File: config.mk
export PLATFORM = sky130hd
export DESIGN_NAME = rom_byte_streamer_flat
export DESIGN_NICKNAME = d
export VERILOG_FILES = /design/src/rtl/rom_byte_streamer_if.sv /design/src/rtl/rom_byte_streamer.sv /design/src/flat_wrapper.sv
export SDC_FILE = /design/constraint.sdc
export NUM_CORES = 1
export LEC_CHECK = 0
export ABC_AREA = 1
export CAP_MARGIN = 25
export CORE_ASPECT_RATIO = 1.1
export CORE_UTILIZATION = 40
export DETAILED_ROUTE_END_ITERATION = 7
export PLACE_DENSITY = 0.71
export RECOVER_POWER = 100
export SYNTH_ARGS = -nofsm -noshare
export SYNTH_HDL_FRONTEND = slang
export SYNTH_SLANG_ARGS = --single-unit
File: constraint.sdc
create_clock -name clk -period 2.35 [get_ports clk]
set_input_delay 0.235 -clock clk [delete_from_list [all_inputs] [get_ports clk]]
set_output_delay 0.235 -clock clk [all_outputs]
set_load 0.01 [all_outputs]
File: src/rtl/rom_byte_streamer_if.sv
// Control, ROM and stream signals of the ROM byte streamer, bundled for port
// connection. "master" is the streamer side (it owns the ROM address and the
// output stream); "slave" is the surrounding host/ROM/consumer side.
interface rom_byte_streamer_if #(
  parameter int DATA_BITS = 8,
  parameter int ADDR_BITS = 16,
  parameter int LEN_BITS  = ADDR_BITS + 1
);
  // transfer request
  logic                 start;
  logic                 abort;
  logic [ADDR_BITS-1:0] base_addr;
  logic [LEN_BITS-1:0]  length;
  // combinational ROM port
  logic [ADDR_BITS-1:0] rom_addr;
  logic [DATA_BITS-1:0] rom_data;
  // output stream and status
  logic [DATA_BITS-1:0] out_data;
  logic                 out_valid;
  logic                 out_ready;
  logic                 out_last;
  logic                 busy;
  logic                 done;

  modport master (
    input  start, abort, base_addr, length, rom_data, out_ready,
    output rom_addr, out_data, out_valid, out_last, busy, done
  );

  modport slave (
    output start, abort, base_addr, length, rom_data, out_ready,
    input  rom_addr, out_data, out_valid, out_last, busy, done
  );
endinterface

File: src/rtl/rom_byte_streamer.sv
// Walks a contiguous range of a combinational-read ROM and presents each word
// on a valid/ready stream at one word per cycle. The ROM address register
// always points at the word that will be captured next, so the registered
// output can be refilled on the same edge that the consumer accepts a word.
module rom_byte_streamer #(
  parameter int DATA_BITS = 8,
  parameter int ADDR_BITS = 16,
  parameter int LEN_BITS  = ADDR_BITS + 1
) (
  input  logic                 clk,
  input  logic                 rst_n,
  rom_byte_streamer_if.master  bus
);

  typedef enum logic [1:0] {
    IDLE = 2'd0,
    LOAD = 2'd1,
    SEND = 2'd2
  } state_t;

  state_t               state;
  logic [ADDR_BITS-1:0] addr_q;
  logic [LEN_BITS-1:0]  remaining;
  logic [DATA_BITS-1:0] data_p1;
  logic                 vld_p1;
  logic                 last_p1;
  logic                 busy_q;
  logic                 done_q;
  logic                 hs;

  // Address advance wraps naturally modulo 2^ADDR_BITS.
  function automatic logic [ADDR_BITS-1:0] next_addr(input logic [ADDR_BITS-1:0] a);
    return a + ADDR_BITS'(1);
  endfunction

  // The word being captured is the final one when only it is left to fetch.
  function automatic logic is_last(input logic [LEN_BITS-1:0] rem);
    return rem == LEN_BITS'(1);
  endfunction

  assign hs            = vld_p1 & bus.out_ready;
  assign bus.rom_addr  = addr_q;
  assign bus.out_data  = data_p1;
  assign bus.out_valid = vld_p1;
  assign bus.out_last  = last_p1;
  assign bus.busy      = busy_q;
  assign bus.done      = done_q;

  // Sequencer FSM, address/length counters and the registered output stage.
  always_ff @(posedge clk or negedge rst_n) begin
    if (!rst_n) begin
      state     <= IDLE;
      addr_q    <= '0;
      remaining <= '0;
      data_p1   <= '0;
      vld_p1    <= 1'b0;
      last_p1   <= 1'b0;
      busy_q    <= 1'b0;
      done_q    <= 1'b0;
    end else begin
      done_q <= 1'b0;
      case (state)
        IDLE: begin
          // abort has priority over a simultaneous start
          if (bus.start && !bus.abort) begin
            if (bus.length != '0) begin
              addr_q    <= bus.base_addr;
              remaining <= bus.length;
              busy_q    <= 1'b1;
              state     <= LOAD;
            end else begin
              done_q <= 1'b1;
            end
          end
        end

        LOAD: begin
          if (bus.abort) begin
            vld_p1  <= 1'b0;
            last_p1 <= 1'b0;
            busy_q  <= 1'b0;
            state   <= IDLE;
          end else begin
            // stage p1: first ROM word captured into the output register
            data_p1   <= bus.rom_data;
            vld_p1    <= 1'b1;
            last_p1   <= is_last(remaining);
            addr_q    <= next_addr(addr_q);
            remaining <= remaining - LEN_BITS'(1);
            state     <= SEND;
          end
        end

        SEND: begin
          if (bus.abort) begin
            // a handshake in this cycle is still accepted, but no done
            vld_p1  <= 1'b0;
            last_p1 <= 1'b0;
            busy_q  <= 1'b0;
            state   <= IDLE;
          end else if (hs) begin
            if (remaining != '0) begin
              // stage p1: refill on the accepting edge, no bubble
              data_p1   <= bus.rom_data;
              last_p1   <= is_last(remaining);
              addr_q    <= next_addr(addr_q);
              remaining <= remaining - LEN_BITS'(1);
            end else begin
              vld_p1  <= 1'b0;
              last_p1 <= 1'b0;
              done_q  <= 1'b1;
              busy_q  <= 1'b0;
              state   <= IDLE;
            end
          end
        end

        default: begin
          vld_p1  <= 1'b0;
          last_p1 <= 1'b0;
          busy_q  <= 1'b0;
          state   <= IDLE;
        end
      endcase
    end
  end

endmodule
File: src/flat_wrapper.sv
// flat-port wrapper written by rule: the top's interface ports become plain ports
module rom_byte_streamer_flat 
#(
  parameter int DATA_BITS = 8,
  parameter int ADDR_BITS = 16,
  parameter int LEN_BITS  = ADDR_BITS + 1
)
  (clk, rst_n, bus_start, bus_abort, bus_base_addr, bus_length, bus_rom_data, bus_out_ready, bus_rom_addr, bus_out_data, bus_out_valid, bus_out_last, bus_busy, bus_done);
  rom_byte_streamer_if #(.DATA_BITS(DATA_BITS), .ADDR_BITS(ADDR_BITS), .LEN_BITS(LEN_BITS)) bus_i ();
  input  logic clk;
  input  logic rst_n;
  input wire logic [$bits(bus_i.start)-1:0] bus_start;
  input wire logic [$bits(bus_i.abort)-1:0] bus_abort;
  input wire logic [$bits(bus_i.base_addr)-1:0] bus_base_addr;
  input wire logic [$bits(bus_i.length)-1:0] bus_length;
  input wire logic [$bits(bus_i.rom_data)-1:0] bus_rom_data;
  input wire logic [$bits(bus_i.out_ready)-1:0] bus_out_ready;
  output wire logic [$bits(bus_i.rom_addr)-1:0] bus_rom_addr;
  output wire logic [$bits(bus_i.out_data)-1:0] bus_out_data;
  output wire logic [$bits(bus_i.out_valid)-1:0] bus_out_valid;
  output wire logic [$bits(bus_i.out_last)-1:0] bus_out_last;
  output wire logic [$bits(bus_i.busy)-1:0] bus_busy;
  output wire logic [$bits(bus_i.done)-1:0] bus_done;
  assign bus_i.start = bus_start;
  assign bus_i.abort = bus_abort;
  assign bus_i.base_addr = bus_base_addr;
  assign bus_i.length = bus_length;
  assign bus_i.rom_data = bus_rom_data;
  assign bus_i.out_ready = bus_out_ready;
  assign bus_rom_addr = bus_i.rom_addr;
  assign bus_out_data = bus_i.out_data;
  assign bus_out_valid = bus_i.out_valid;
  assign bus_out_last = bus_i.out_last;
  assign bus_busy = bus_i.busy;
  assign bus_done = bus_i.done;
  rom_byte_streamer #(.DATA_BITS(DATA_BITS), .ADDR_BITS(ADDR_BITS), .LEN_BITS(LEN_BITS)) u_core (.clk(clk), .rst_n(rst_n), .bus(bus_i));
endmodule
==> results_dict.tcl, run 1 <==
set metrics [dict create \
    status "finished clean" \
    drc 0 \
    post_cts_buffers 0 \
    hold_path.class "in -> async" \
    crit_path_cell_trace "nor2_1, nand2_1, nor2_1, nand3_2, nand2_2, nand2_4, nand2_4, nand2_1, nand2_1" \
    antennaDiodeCount 0 \
    max-cap-violations 0 \
    synth_cells 531 \
    die-area_mm2 0.008569 \
    routed_wl_mm 8.493 \
    irDropWorstVdd_uv 753.5 \
    crit_fanout 33 \
    initial_core_util 0.4146 \
    clk_latency_ps 310 \
    grt_pass1_wl_mm 14.68 \
    port_buffers 73 \
    route.detailed.wl_per_inst_um 11.91 \
    final_max_slew_viol_count 0 \
    rsz0062_at_grt "no" \
    cts_sinks 47 \
    cts_inserted_buffers 5 \
    overflow 0 \
    tightestPinTransition_ps 1256 \
    cts_tree "yes" \
    fp-row-count 34 \
    worstSetupStartpointType "flop" \
    cp.depth 9 \
    p_leak_nw 2.205 \
    synth-seq-cells 47 \
    ant_nets 0 \
    grt_pass1_vias 3377 \
    clk_pin_slew_ps 90 \
    syn_nets 584 \
    max_slew_margin 0.1630 \
    die_x_um 88.35 \
    crit_buf_inv 0 \
    crit_top_cell "nand2_1" \
    cts.htree.levels 2 \
    slowest_delay_ps 440 \
    critPathCaptureType "flop" \
    area_growth_pct 29.06 \
    pwr_density_cell_mw_per_mm2 1398 \
    r2r_cells 9 \
    cts_root_buffer "clkbuf_8" \
    fin_skew_ps 15.21 \
    routed_via_density 4.850 \
    grt_max_degree 48 \
    finalCritPeriodShare 0.8586 \
    cts_resized 0 \
    setup_viol 0 \
    critical-path-top-delay-family "simple AND/OR/NAND/NOR gates" \
    yosys_warnings 0 \
    drive_gt1_frac 0.04628 \
    fill_cells 804 \
    dr.pass1.iters 4 \
    synth_area_per_cell_um2 6.178 \
    clockBufferDepth 2 \
    vias 3458 \
    synth_seq_area_share 0.3585 \
    setup_slack_ps 332.2 \
    ioPinCount 74 \
    yosysUniqueCellTypes 27 \
    fmax_ghz 0.4956 \
    synth_area_mm2 0.003281 \
    core_mm2 0.007913 \
    hpwl_mm 6.189 \
    final_cell_mix "nand2_1 (277), nor2_1 (64), dfrtp_1 (47)" \
    mostFrequentLayoutCell "nand2_1" \
    hold_violations 0 \
    period_needed_ps 2018 \
    slowest_stage "dfrtp_1" \
    finish.utilization 0.5351 \
    cp.arrival_ps 2250 \
    path_class "reg -> reg" \
    die_y_um 96.99 \
    critPathRequiredTime_ps 2590 \
    detail_route.iter0.violations 181 \
    place.gp.congestion 0.8873 \
    fin_setup_tns_ps 0 \
    postCtsHoldBufs 0 \
    grt_util_all_layers 0.2117 \
    pre_cts_ws_ps 347.9 \
    final_nets 657 \
    antenna_found_initial 0 \
]
==> layout make-up <==
cell class / count / area [um2] / share of cell area
inverter: 32 / 120.1 / 0.02837
clock inverter: 2 / 60.06 / 0.01418
multi-input combinational: 439 / 1902 / 0.4492
timing repair buffer: 79 / 768.2 / 0.1814
sequential: 47 / 1176 / 0.2778
clock buffer: 6 / 72.57 / 0.01714
tap: 108 / 135.1 / 0.03191
==> sequential cells by signal, indices dropped and copies added, names as in the netlist <==
register / cells
u_core.bus.rom_addr: 16
u_core.state: 2
u_core.bus.done: 1
u_core.bus.out_last: 1
u_core.bus.busy: 1
u_core.bus.out_data: 8
u_core.bus.out_valid: 1
u_core.remaining: 17
==> stage by stage <==
| stage | std cells | area, um2 | hold WS (ps) | power, mW |
|---|---|---|---|---|
| 6_report | 713 | 4234 | 264.2 | 5.918 |
| 5_1_grt | 713 | 4234 | 379.1 | 6.565 |
| 4_1_cts | 713 | 4244 | 56.13 | 6.070 |
| 3_5_place_dp | 705 | 4111 | 390.6 | 5.332 |
| 3_3_place_gp | 705 | 4111 | 380.7 | 5.242 |
| 2_1_floorplan | 531 | 3281 | -60.59 | 4.183 |
==> routing by layer <==
metal	wire (um)	GRT usage	vias to the layer above
li1	-	-	1789
met5	0	0	-
met4	113	0.05707	0
met1	4011	0.2741	1582
met2	4013	0.3615	78
met3	355	0.03157	9
==> kinds of logic (layout without fill, tap and decap cells) <==
logic type | Yosys count | count (layout) | share of synthesized area
buf+inv | 45 | 119 | 0.05950
xor+xnor | 3 | 3 | 0.008011
fa+ha+maj | 7 | 7 | 0.02670
simple gates | 407 | 407 | 0.5111
compound gates | 22 | 22 | 0.03623
flops | 47 | 47 | 0.3585
==> synth_stat cells <==
cell type | number | area, um2
a21oi_1 | 2 | 10.01
a31oi_1 | 2 | 12.51
and2_0 | 1 | 6.260
buf_1 | 2 | 7.510
buf_2 | 3 | 15.01
buf_6 | 3 | 33.78
clkbuf_1 | 5 | 18.77
dfrtp_1 | 47 | 1176
ha_1 | 7 | 87.58
inv_1 | 32 | 120.1
nand2_1 | 277 | 1040
nand2_2 | 3 | 18.77
nand2_4 | 2 | 22.52
nand3_1 | 38 | 190.2
nand3_2 | 1 | 10.01
nand3b_1 | 6 | 45.04
nand4_1 | 5 | 31.28
nor2_1 | 63 | 236.5
nor2_2 | 2 | 12.51
nor2_4 | 2 | 22.52
nor3_1 | 2 | 10.01
o21ai_0 | 15 | 75.07
o21bai_1 | 2 | 15.01
o22ai_1 | 1 | 6.260
or2_2 | 5 | 31.28
xnor2_1 | 1 | 8.760
xor2_1 | 2 | 17.52
==> worst register-to-register path: cells and delay by family (launching register included) <==
family | cells | cell delay [ps]
simple gates | 9 | 1510
flops | 1 | 440
==> power by group <==
group,internal (mW),switching (mW),leakage [nW]
logic,1.35,2.24,1.55
clock network,0.426,0.286,0.0654
registers,1.21,0.416,0.593
==> final timing paths <==
| check | startpoint | to | slack [ps] |
|---|---|---|---|
| max | u_core.remaining[8] | u_core.bus.rom_addr[6] | 330 |
| min | rst_n | u_core.remaining[10] | 260 |
| max reg2reg | u_core.remaining[8] | u_core.bus.rom_addr[6] | 330 |
| min reg2reg | u_core.bus.out_data[7] | u_core.bus.out_data[7] | 470 |
| max in group asynchronous | rst_n | u_core.remaining[7] | 1320 |
| min in group clk | u_core.bus.out_data[7] | u_core.bus.out_data[7] | 470 |
Power figures use the tool's default switching activity.
==> run 2: changes to the inputs <==
==> constraint.sdc (replaced) <==
create_clock -name clk -period 2.6 [get_ports clk]
set_input_delay 0.26 -clock clk [delete_from_list [all_inputs] [get_ports clk]]
set_output_delay 0.26 -clock clk [all_outputs]
set_load 0.01 [all_outputs]
==> results_dict.tcl, run 2 (synthesis results as in run 1) <==
set metrics [dict create \
    clk_latency_ps 290 \
    max-cap-violations 0 \
    cts_resized 0 \
    period_needed_ps 2002 \
    tightestPinTransition_ps 1131 \
    hpwl_mm 6.220 \
    p_leak_nw 2.193 \
    cts_sinks 47 \
    overflow 0 \
    critPathRequiredTime_ps 2830 \
    drive_gt1_frac 0.04290 \
    postCtsHoldBufs 1 \
    crit_fanout 30 \
    crit_top_cell "nand2_1" \
    final_nets 658 \
    cts_inserted_buffers 5 \
    fmax_ghz 0.4996 \
    largest_reg_flops 17 \
    clockBufferDepth 2 \
    critPathLaunch "u_core.state[0]" \
    crit_path_cell_trace "inv_1, ha_1, clkbuf_2, nand2_1, nor3_1, nand3_1, nand2_1, o21ai_0, nor2_1" \
    ant_nets 0 \
    grt_pass1_vias 3254 \
    cts_root_buffer "clkbuf_8" \
    cts_tree "yes" \
    clk_pin_slew_ps 90 \
    mostFrequentLayoutCell "nand2_1" \
    die_x_um 88.35 \
    initial_core_util 0.4146 \
    rsz0062_at_grt "no" \
    area_growth_pct 28.26 \
    largest-register "u_core.remaining" \
    worstSetupStartpointType "flop" \
    slowest_stage "clkbuf_2" \
    path_class "reg -> reg" \
    setup_viol 0 \
    critPathCaptureType "flop" \
    grt_pass1_wl_mm 14.55 \
    ff2ff_setup_slack_ps 600 \
    cp.arrival_ps 2240 \
    antenna_found_initial 0 \
    p_total_mw 5.196 \
    drc 0 \
    status "finished clean" \
    r2r_start "u_core.state[0]" \
    pwr_density_cell_mw_per_mm2 1235 \
    routed_wl_mm 8.494 \
    core_mm2 0.007913 \
    antennaDiodeCount 0 \
    port_buffers 73 \
    routed_via_density 4.828 \
    place.gp.congestion 0.8852 \
    ioPinCount 74 \
    detail_route.iter0.violations 167 \
    die-area_mm2 0.008569 \
    post_cts_buffers 0 \
    slowest_delay_ps 540 \
    fin_setup_tns_ps 0 \
    dr.pass1.iters 5 \
    fp-row-count 34 \
    cts.htree.levels 2 \
    vias 3447 \
    grt_max_degree 38 \
    hold_violations 0 \
    final_max_slew_viol_count 0 \
    max_slew_margin 0.2461 \
    die_y_um 96.99 \
    finalCritPeriodShare 0.7699 \
    grt_util_all_layers 0.2102 \
    holdCritStartpoint "u_core.bus.out_data[7]" \
    irDropWorstVdd_uv 957.9 \
    hold_path.class "reg -> reg" \
    route.detailed.wl_per_inst_um 11.90 \
    final_cell_mix "nand2_1 (278), nor2_1 (64), dfrtp_1 (47)" \
    fin_skew_ps 10.02 \
]
[run 2: cell types whose count changed in the layout (fill, tap and decap cells not counted), sizes merged]
cell	change
clkbuf	+3
dlygate4sd3	+1
bufinv	-2
buf	-1
[run 2: worst paths after layout]
check	endpoint	cells past startpoint
max	u_core.bus.out_last	9
min	u_core.bus.out_data[7]	2
max reg2reg	u_core.bus.out_last	9
min reg2reg	u_core.bus.out_data[7]	2
max in group asynchronous	u_core.bus.out_data[4]	3
min in group asynchronous	u_core.remaining[12]	2
[run 2: stage by stage]
step                      setup WS, ps  cells    util  instance area [um2]  hold slack, ps
after detailed placement         597.4    705  0.5196                 4111           245.9
final                            598.3    714  0.5318                 4208           467.8
after CTS                        677.0    714  0.5335                 4222           469.0
after floorplan                  931.2    531       -                 3281          -35.59
after global placement           644.0    705  0.5196                 4111           248.4
after global routing             306.2    714  0.5318                 4208           504.6
[run 2: layout make-up]
cell class	count	area, um2
clock buffer	8	100.1
inverter	32	120.1
tap	108	135.1
sequential	47	1176
fill	835	3705
multi-input combinational	439	1899
timing repair buffer	80	777.0
[run 2: critical path: cells and delay by family, from the launching register on]
family | cells | cell delay (ps)
AO/OA/AOI/OAI | 1 | 70
adder cells (fa/ha/maj) | 1 | 290
buffers and inverters | 2 | 610
flip-flops | 1 | 380
AND/OR/NAND/NOR | 5 | 590
[run 2: power by group]
| part | internal, mW | switching, mW |
|---|---|---|
| logic | 1.21 | 2.03 |
| clock network | 0.243 | 0.245 |
| registers | 1.09 | 0.379 |
[run 2: layer usage]
metal,share of wire,global-route usage,vias to the layer above
li1,-,-,1794
met1,0.47,0.2882,1561
met2,0.48,0.3467,84
met3,0.042,0.03072,8
met4,0.0058,0.04715,0
met5,0,0,-
